**src/rtl/count_sequencer.sv**
```systemverilog
// Measurement sequencer: clears/enables the pulse counter and gates prebuffer writes over N full periods.
// Optional build macro SEQ_OVERRUN_ABORT_EN: a FIFO overrun also aborts the running sequence.
module count_sequencer #(
  parameter int CLEAR_CYCLES   = 4,
  parameter int TIMEOUT_CYCLES = 1048576,
  parameter int PER_W          = 8
) (
  input  logic             clk,
  input  logic             reset,
  input  logic             start,
  input  logic             stop,
  input  logic             cfg_chan,
  input  logic             cfg_alt,
  input  logic [PER_W-1:0] cfg_periods,
  input  logic             rising_edge,
  input  logic             fifo_wr_en,
  input  logic             fifo_full,
  output logic             count_mode,
  output logic             cnt_enable,
  output logic             cnt_clear,
  output logic             fifo_wr_gate,
  output logic             busy,
  output logic             chan_done,
  output logic             seq_done,
  output logic             timeout,
  output logic             overrun
);

  localparam int CLR_W = (CLEAR_CYCLES > 1) ? $clog2(CLEAR_CYCLES) : 1;
  localparam int TO_W  = (TIMEOUT_CYCLES > 1) ? $clog2(TIMEOUT_CYCLES) : 1;
  localparam logic [CLR_W-1:0] CLR_LAST = CLR_W'(CLEAR_CYCLES - 1);
  localparam logic [TO_W-1:0]  TO_LAST  = TO_W'(TIMEOUT_CYCLES - 1);

  typedef enum logic [2:0] {
    S_IDLE,
    S_CLEAR,
    S_ARM,
    S_MEASURE,
    S_DONE
  } state_t;

  state_t           state;
  logic [CLR_W-1:0] clr_cnt;
  logic [TO_W-1:0]  to_cnt;
  logic [PER_W-1:0] per_cnt;
  logic [PER_W-1:0] periods_q;
  logic             alt_q;
  logic             on_second;
  logic             overrun_hit;
  logic             ovr_abort;

  // A zero period request still measures one full period.
  function automatic logic [PER_W-1:0] eff_periods(input logic [PER_W-1:0] p);
    return (p == '0) ? PER_W'(1) : p;
  endfunction

  assign overrun_hit = fifo_wr_en & fifo_wr_gate & fifo_full;

`ifdef SEQ_OVERRUN_ABORT_EN
  assign ovr_abort = overrun_hit;
`else
  assign ovr_abort = 1'b0;
`endif

  always_ff @(posedge clk or posedge reset) begin
    if (reset) begin
      state        <= S_IDLE;
      clr_cnt      <= '0;
      to_cnt       <= '0;
      per_cnt      <= '0;
      periods_q    <= PER_W'(1);
      alt_q        <= 1'b0;
      on_second    <= 1'b0;
      count_mode   <= 1'b0;
      cnt_enable   <= 1'b0;
      cnt_clear    <= 1'b0;
      fifo_wr_gate <= 1'b0;
      busy         <= 1'b0;
      chan_done    <= 1'b0;
      seq_done     <= 1'b0;
      timeout      <= 1'b0;
      overrun      <= 1'b0;
    end else begin
      chan_done    <= 1'b0;
      seq_done     <= 1'b0;
      // Gate lags MEASURE by one clock to line up with the prebuffer write latency.
      fifo_wr_gate <= (state == S_MEASURE);
      if (overrun_hit) overrun <= 1'b1;

      if (stop || ovr_abort) begin
        state        <= S_IDLE;
        cnt_enable   <= 1'b0;
        cnt_clear    <= 1'b0;
        fifo_wr_gate <= 1'b0;
        busy         <= 1'b0;
      end else begin
        case (state)
          S_IDLE: begin
            if (start) begin
              state      <= S_CLEAR;
              count_mode <= cfg_chan;
              alt_q      <= cfg_alt;
              periods_q  <= eff_periods(cfg_periods);
              on_second  <= 1'b0;
              timeout    <= 1'b0;
              overrun    <= 1'b0;
              clr_cnt    <= '0;
              cnt_clear  <= 1'b1;
              cnt_enable <= 1'b0;
              busy       <= 1'b1;
            end
          end

          S_CLEAR: begin
            if (clr_cnt == CLR_LAST) begin
              state      <= S_ARM;
              cnt_clear  <= 1'b0;
              cnt_enable <= 1'b1;
              to_cnt     <= '0;
            end else begin
              clr_cnt <= clr_cnt + CLR_W'(1);
            end
          end

          S_ARM: begin
            // The aligning edge only opens the window; its partial period is dropped.
            if (rising_edge) begin
              state   <= S_MEASURE;
              per_cnt <= '0;
              to_cnt  <= '0;
            end else if (to_cnt == TO_LAST) begin
              state      <= S_IDLE;
              timeout    <= 1'b1;
              cnt_enable <= 1'b0;
              busy       <= 1'b0;
            end else begin
              to_cnt <= to_cnt + TO_W'(1);
            end
          end

          S_MEASURE: begin
            if (rising_edge) begin
              to_cnt <= '0;
              if (per_cnt + PER_W'(1) == periods_q) begin
                state     <= S_DONE;
                chan_done <= 1'b1;
                seq_done  <= !(alt_q && !on_second);
              end else begin
                per_cnt <= per_cnt + PER_W'(1);
              end
            end else if (to_cnt == TO_LAST) begin
              state      <= S_IDLE;
              timeout    <= 1'b1;
              cnt_enable <= 1'b0;
              busy       <= 1'b0;
            end else begin
              to_cnt <= to_cnt + TO_W'(1);
            end
          end

          S_DONE: begin
            if (alt_q && !on_second) begin
              state      <= S_CLEAR;
              on_second  <= 1'b1;
              count_mode <= ~count_mode;
              clr_cnt    <= '0;
              cnt_clear  <= 1'b1;
              cnt_enable <= 1'b0;
            end else begin
              state      <= S_IDLE;
              cnt_enable <= 1'b0;
              busy       <= 1'b0;
            end
          end

          default: begin
            state      <= S_IDLE;
            cnt_enable <= 1'b0;
            cnt_clear  <= 1'b0;
            busy       <= 1'b0;
          end
        endcase
      end
    end
  end

endmodule
```
**config.mk**
```make
export PLATFORM = sky130hd
export DESIGN_NAME = count_sequencer
export DESIGN_NICKNAME = d
export VERILOG_FILES = /design/src/rtl/count_sequencer.sv
export SDC_FILE = /design/constraint.sdc
export NUM_CORES = 1
export LEC_CHECK = 0
export CAP_MARGIN = 10
export CORE_UTILIZATION = 45
export CTS_CLUSTER_DIAMETER = 40
export DETAILED_ROUTE_END_ITERATION = 12
export PLACE_DENSITY = 0.74
export SYNTH_ARGS = -nofsm -noshare
export SYNTH_HDL_FRONTEND = slang
export SYNTH_SLANG_ARGS = --single-unit
export TNS_END_PERCENT = 30
```
**constraint.sdc**
```tcl
create_clock -name clk -period 2.7 [get_ports clk]
set_input_delay 0.54 -clock clk [delete_from_list [all_inputs] [get_ports clk]]
set_output_delay 0.54 -clock clk [all_outputs]
set_load 0.01 [all_outputs]
```
==> flow_summary.toml, run 1 <==
[run_status]
status = "complete, no violations"

[finish]
final_cells = 426
synthToLayoutAreaGrowth_pct = 17.7
fin_util_pct = 54.6
drive_gt1_share_pct = 14.3
diodes = 0
fillers = 580
nets = 368

[synthesis]
yosysTopAreaCell = "dfrtp_1"
async_flop_share_pct = 100
yosysUniqueCellTypes = 60
synth.ff_latch_count = 52
yosys-top-cells-area = "dfrtp_1 44%, nand2_1 4.1%, nor2_1 3.7%"
synth_area_um2 = 2930
ys.flop_type = "dfrtp_1"
syn-instance-count = 312
syn_avg_cell_area_um2 = 9.40
synth_common_cells = "51 x dfrtp_1, 32 x nand2_1, 29 x nor2_1"
syn-num-nets = 332
yosysSeqAreaShare_pct = 44.4
ys.warnings.count = 0
synth_edf_count = 0
synthMostInstantiatedCell = "dfrtp_1"
yosysTopAreaCellShare_pct = 43.5

[global_route]
antenna_found_initial = 0
gr-total-overflow = 0
grt_pass1_wl_mm = 11.0
grt_use_total_pct = 21.4
grt_max_degree = 28
first_global_vias = 2373

[placed_design]
dp_cells = 418
place.gp.congestion = 0.909
portBuffers = 25
dp_hpwl_mm = 4.61

[setup_path]
criticalPathCategory = "reg -> reg"
r2r_slack_ns = 0.15
cp-start-kind = "flop"
cp.required_ns = 2.91
endpoint_kind = "flop"
regToRegEndpoint = "per_cnt[0]"
crit_arrival_ns = 2.75
rr_worst_depth = 8
cp_max_fo = 13
worstReg2RegStart = "per_cnt[1]"

[drt]
via_per_inst = 5.72
first_pass_iters = 4
ant_nets = 0
vias = 2438
drt-total-wl_mm = 6.27
routedWlPerCell_um = 14.7
drc = 0
initialDrtViolationCount = 131

[cts]
cts_sinks = 52
cts_inserted_buffers = 5
cts.reportedPaths.clkPinSlew_ns = 0.10
cts_setup_buffers = 0
cts-root-buf = "clkbuf_8"
insertion_delay_ns = 0.31
cts_tree = "yes"
cts-htree-levels = 2
cts_buffer_depth = 2

[floorplan]
ios = 26
dieHeight_um = 82.7
initial_core_util_pct = 46.4
die_w_um = 82.7
coreArea_um2 = 6310
rows = 29
die_area_um2 = 6840

[timing]
fmax_mhz = 393
clock-skew-final_ns = 0.0110
period_minus_slack_ns = 2.55
finalHoldViolCount = 0
setup_tns_ns = 0
slew_violations = 0
fin_crit_sh_pct = 94.3
slew_headroom_pct = 62.2
finalSetupViolCount = 0
grt_setup_unrepaired = "no"
worst_pin_slew_ns = 0.566

[job]
maxCapViolations = 0

[pwr]
p_per_area_nw_per_um2 = 744
power.leakage_uw = 0.00148
peakVddDrop_uv = 487

[hold_path]
whs_path_depth = 2
hold_path.startpoint = "periods_q[0]"
hold_path.class = "reg -> reg"
min_to = "periods_q[0]"
==> stage by stage <==
| step | worst slack (ns) | total power [uW] | hold WS (ns) | instance area (um2) |
|---|---|---|---|---|
| detailed placement | 0.116 | 2040 | 0.472 | 3340 |
| global placement | 0.187 | 2020 | 0.469 | 3340 |
| finish | 0.154 | 2570 | 0.492 | 3450 |
| global route | 0.00554 | 2740 | 0.506 | 3450 |
| floorplan | 0.227 | 1770 | 0.452 | 2930 |
| CTS | 0.152 | 2570 | 0.496 | 3450 |
==> timing repair <==
action / in CTS / in global routing
resized for setup: 0 / 1
hold buffers: 0 / 0
setup endpoints to repair: 0 / 1
==> how the worst max path moves through the flow <==
| stage | startpoint | end | slack [ns] | cells after the start |
|---|---|---|---|---|
| floorplan | per_cnt[1] | per_cnt[0] | 0.23 | 8 |
| CTS | per_cnt[0] | per_cnt[0] | 0.15 | 8 |
| global route | per_cnt[1] | per_cnt[0] | 0.006 | 8 |
| finish | per_cnt[1] | per_cnt[0] | 0.15 | 8 |
| detailed placement | rising_edge | to_cnt[10] | 0.12 | 7 |
| global placement | stop | to_cnt[15] | 0.19 | 7 |
==> state kept, by name, indices dropped and copies added (netlist names) <==
register,cells
overrun,1
busy,1
fifo_wr_gate,1
count_mode,1
seq_done,1
on_second,1
alt_q,1
timeout,1
per_cnt,8
state,3
cnt_enable,1
chan_done,1
cnt_clear,1
clr_cnt,2
periods_q,8
to_cnt,20
==> where the power goes <==
group | internal, uW | total (uW) | switching (uW)
combinational | 456 | 928 | 472
clock | 276 | 533 | 257
sequential | 951 | 1110 | 156
total | 1680 | 2570 | 886
==> cells in the final DEF, fill, tap and decap left out, types with 2 or more instances in the layout <==
cell type,Yosys,routed
and4_1,4,4
inv_1,8,7
nor3b_1,3,3
nor4_1,4,4
nor3_1,7,7
o21ai_0,16,16
xor2_1,11,11
a31oi_1,4,4
nor2_1,29,29
nor2b_1,3,3
and3_1,4,4
nand2_1,32,32
o211ai_1,6,6
nand4_1,5,5
a21o_1,4,4
nand3b_1,2,2
or4_1,4,4
mux2_2,9,9
o311ai_0,2,2
buf_4,1,18
a21oi_1,15,15
a22o_1,3,3
nor4b_1,2,2
ha_1,3,3
nand3_1,16,16
or3_1,8,8
and2_1,6,6
nand2b_1,4,4
clkdlybuf4s50_1,0,25
dfrtp_1,51,50
xnor2_1,6,6
clkbuf_8,0,5
==> cell families after synthesis <==
family,Yosys count,share of synthesized area [%]
AOI/OAI and AO/OA,63,14.1
and+or+nand+nor,143,26.7
adders and majority gates,3,1.28
muxes,11,4.31
DFF,52,44.4
buffers and inverters,22,3.50
xor gates and xnor gates,18,5.63
==> final cells by class <==
class,count,area [um2],share of cell area (%)
sequential,52,1300,37.8
multi-input combinational,238,1530,44.3
clock buffer,6,72.6,2.10
tap,77,96.3,2.79
timing repair buffer,43,385,11.2
inverter,8,30.0,0.871
clock inverter,2,35.0,1.02
==> routing by layer <==
| layer | part of all wire, % | GRT usage [%] |
|---|---|---|
| met5 | 0 | 0 |
| met2 | 47 | 33.3 |
| met3 | 3.7 | 3.63 |
| met1 | 48 | 29.7 |
| met4 | 1.4 | 8.10 |
==> worst max-delay path, stage by stage, from the launching register on <==
cell	delay [ns]
dfrtp_1	0.44
ha_1	0.21
nand3_2	0.13
or3_1	0.37
a221o_1	0.38
nor4_4	0.21
buf_4	0.22
mux2_4	0.31
a22o_1	0.17
(Power assumes the default switching activity.)
==> inputs of run 2 (changes only) <==
==> constraint.sdc (replaced) <==
create_clock -name clk -period 2.7 [get_ports clk]
set_input_delay 0.54 -clock clk [delete_from_list [all_inputs] [get_ports clk]]
set_output_delay 0.54 -clock clk [all_outputs]
set_load 0.05 [all_outputs]
==> results of run 2 <==
The final DEF is identical to that of run 1. Status: complete, no violations.
Among the figures that moved: total power 2570 uW -> 2640 uW; worst IR drop on VDD 487 uV -> 592 uV
==> variant, RTL diff (config.mk and constraints of run 2) <==
`CLEAR_CYCLES`: 4 -> 8.
--- a/src/rtl/count_sequencer.sv
+++ b/src/rtl/count_sequencer.sv
@@ -1,7 +1,7 @@
 // Measurement sequencer: clears/enables the pulse counter and gates prebuffer writes over N full periods.
 // Optional build macro SEQ_OVERRUN_ABORT_EN: a FIFO overrun also aborts the running sequence.
 module count_sequencer #(
-  parameter int CLEAR_CYCLES   = 4,
+  parameter int CLEAR_CYCLES   = 8,
   parameter int TIMEOUT_CYCLES = 1048576,
   parameter int PER_W          = 8
 ) (
Formal check against the unedited RTL: not equivalent (a bounded check fails within 10 cycles, from zero or initial values and one cycle with reset high).
==> variant against run 2 <==
- worst setup slack improved by 0.054 ns
- design area is 0.91% lower
- sequential cell count increased by 1
- area after synthesis up 1.0%
- count of clock-buffer cells in the layout down 1
- routed wire length up 4.1%
- total power is 7.7% lower
- critical path depth unchanged
- critical endpoint is now per_cnt[4]
==> variant: results (changes against run 2) <==
* Syn_nets at 353 (was 332)
* Critical path fanouts, max at 7 (was 13)
* FF-to-FF End: per_cnt[4] (was per_cnt[0])
* Root buf cell: clkbuf_8 (unchanged)
* Grt ovf at 0 (unchanged)
* Pin count of the biggest net entering global routing at 29 (was 28)
* R2R Setup Slk at 0.21 ns (was 0.15 ns)
* Ys async rst share at 1.000 (unchanged)
* Clk slew on worst S/H paths at 0.09 ns
* Initial antenna violation count at 0 (unchanged)
* Status: finished, final reports clean (unchanged)
* Top Registers: to_cnt: 20 flops, per_cnt: 8 flops, periods_q: 8 flops (unchanged)
* Post-synth top flop: dfrtp_1 (unchanged)
* Seq/Total Area, Yosys at 0.4482 (was 0.4443)
* # diodes at 0 (unchanged)
* Cells after Synth at 332 (was 312)
* Leak pwr at 1.532 nW (was 1.478 nW)
* TritonRoute pass-1 iters at 4 (unchanged)
* Cts hold-fix bufs at 0 (unchanged)
* Vias in the first global route at 2469 (was 2373)
* Critical path origin: per_cnt[0] (was per_cnt[1])
* Tot GR Track Use at 0.1985 (was 0.2139)
* Min-Delay Path Class: flip-flop to flip-flop (unchanged)
* DP HPWL at 4.650 mm (was 4.609 mm)
* Most frequent cells after synthesis: dfrtp_1, nand2_1, nor2_1 (unchanged)
* YS warnings at 0 (unchanged)
* Via/cell ratio at 5.864 (was 5.723)
* Layout cell share with drive strength beyond 1 at 0.07563 (was 0.1433)
* Final clock skew at 0.008631 ns (was 0.01100 ns)
* Placed cell count at 426 (was 418)
* WL/cell at 15.04 um (was 14.72 um)
* First-pass GRT wire length at 11.31 mm (was 11.03 mm)
* CTS max path bufs at 2 (unchanged)
* Routed WL at 6.526 mm (was 6.270 mm)
* Worst reg-to-reg path cell count at 8 (unchanged)
* Maximum vdd ir drop at 0.6619 mV (was 0.5923 mV)
* Max_slew headroom at 0.5880 (was 0.6222)
* I/O Buffers at 25 (unchanged)
* P per Cell Area at 711.7 nW/um^2 (was 764.3 nW/um^2)
* TritonCTS buffer count at 5 (unchanged)
* Fin nets at 377 (was 368)
* FILL cells at 582 (was 580)
* Drt first-iter violations at 192 (was 131)
* Post-synth cell types at 39 (was 60)
* Routability cong. at 0.8609 (was 0.9086)
* Clk_lat worst skew at 0.30 ns
* Top post-synthesis cells by area: dfrtp_1, nand2_1, xor2_1 (was dfrtp_1, nand2_1, nor2_1)
* CP endpoint kind: flip-flop (unchanged)
* H-tree depth at 2 (unchanged)
* Worst EP arrival at 2.66 ns (was 2.75 ns)
==> variant: how the worst min path moves through the flow <==
| stage | start | endpoint | slack (ns) | cells after the start |
|---|---|---|---|---|
| 2_1_floorplan | alt_q | alt_q | 0.45 | 2 |
| 3_3_place_gp | alt_q | alt_q | 0.46 | 2 |
| 3_5_place_dp | alt_q | alt_q | 0.47 | 2 |
| 6_report | periods_q[0] | periods_q[0] | 0.49 | 2 |
| 4_1_cts | alt_q | alt_q | 0.49 | 2 |
| 5_1_grt | clr_cnt[1] | clr_cnt[1] | 0.53 | 2 |
==> variant: through the flow <==
step                power [mW]  setup WS, ns  cell area, um^2
floorplan                1.658        0.4720             2962
global placement         1.873        0.2695             3297
detailed placement       1.895        0.2117             3297
CTS                      2.448        0.1749             3412
global route             2.600       0.03785             3418
finish                   2.433        0.2088             3418
==> variant: layer usage <==
metal | vias up | GRT usage | share of wire
li1 | 1229 | - | -
met1 | 1235 | 0.2811 | 0.46
met2 | 73 | 0.3197 | 0.48
met3 | 8 | 0.03181 | 0.049
met4 | 0 | 0.04859 | 0.012
met5 | - | 0 | 0
==> variant: critical path, stage by stage (launching register included) <==
cell      delay (ns)
dfrtp_1         0.46
ha_1            0.32
o21ba_2         0.23
a221oi_1        0.35
o21ai_0         0.21
o31ai_4         0.22
or2_1           0.26
buf_4           0.24
o31ai_4         0.07
==> variant: repair_timing <==
| action | 4_1_cts | 5_1_grt |
|---|---|---|
| setup buffers | 0 | 0 |
| resized for setup | 0 | 1 |
| setup endpoints to repair | 0 | 5 |
| endpoints found under the hold margin | 0 | 0 |
==> variant: kinds of logic after synthesis <==
group                      synth area share
DFF                                  0.4482
AOI/OAI and AO/OA                    0.1639
buffers and inverters               0.03845
and+or+nand+nor                      0.2733
adders and majority gates           0.01690
xor gates and xnor gates            0.05915
==> variant: layout make-up <==
| class | count | share of cell area |
|---|---|---|
| Timing Repair Buffer | 34 | 0.09663 |
| Clock inverter | 3 | 0.01354 |
| Multi-Input combinational cell | 256 | 0.4466 |
| Inverter | 6 | 0.006589 |
| Tap cell | 77 | 0.02818 |
| Sequential cell | 53 | 0.3884 |
| Clock buffer | 5 | 0.02013 |
==> variant: report_power, final <==
group          internal, mW  switching (mW)
clock network         0.278           0.265
registers             0.949           0.143
logic                 0.309           0.489
total                  1.54           0.897
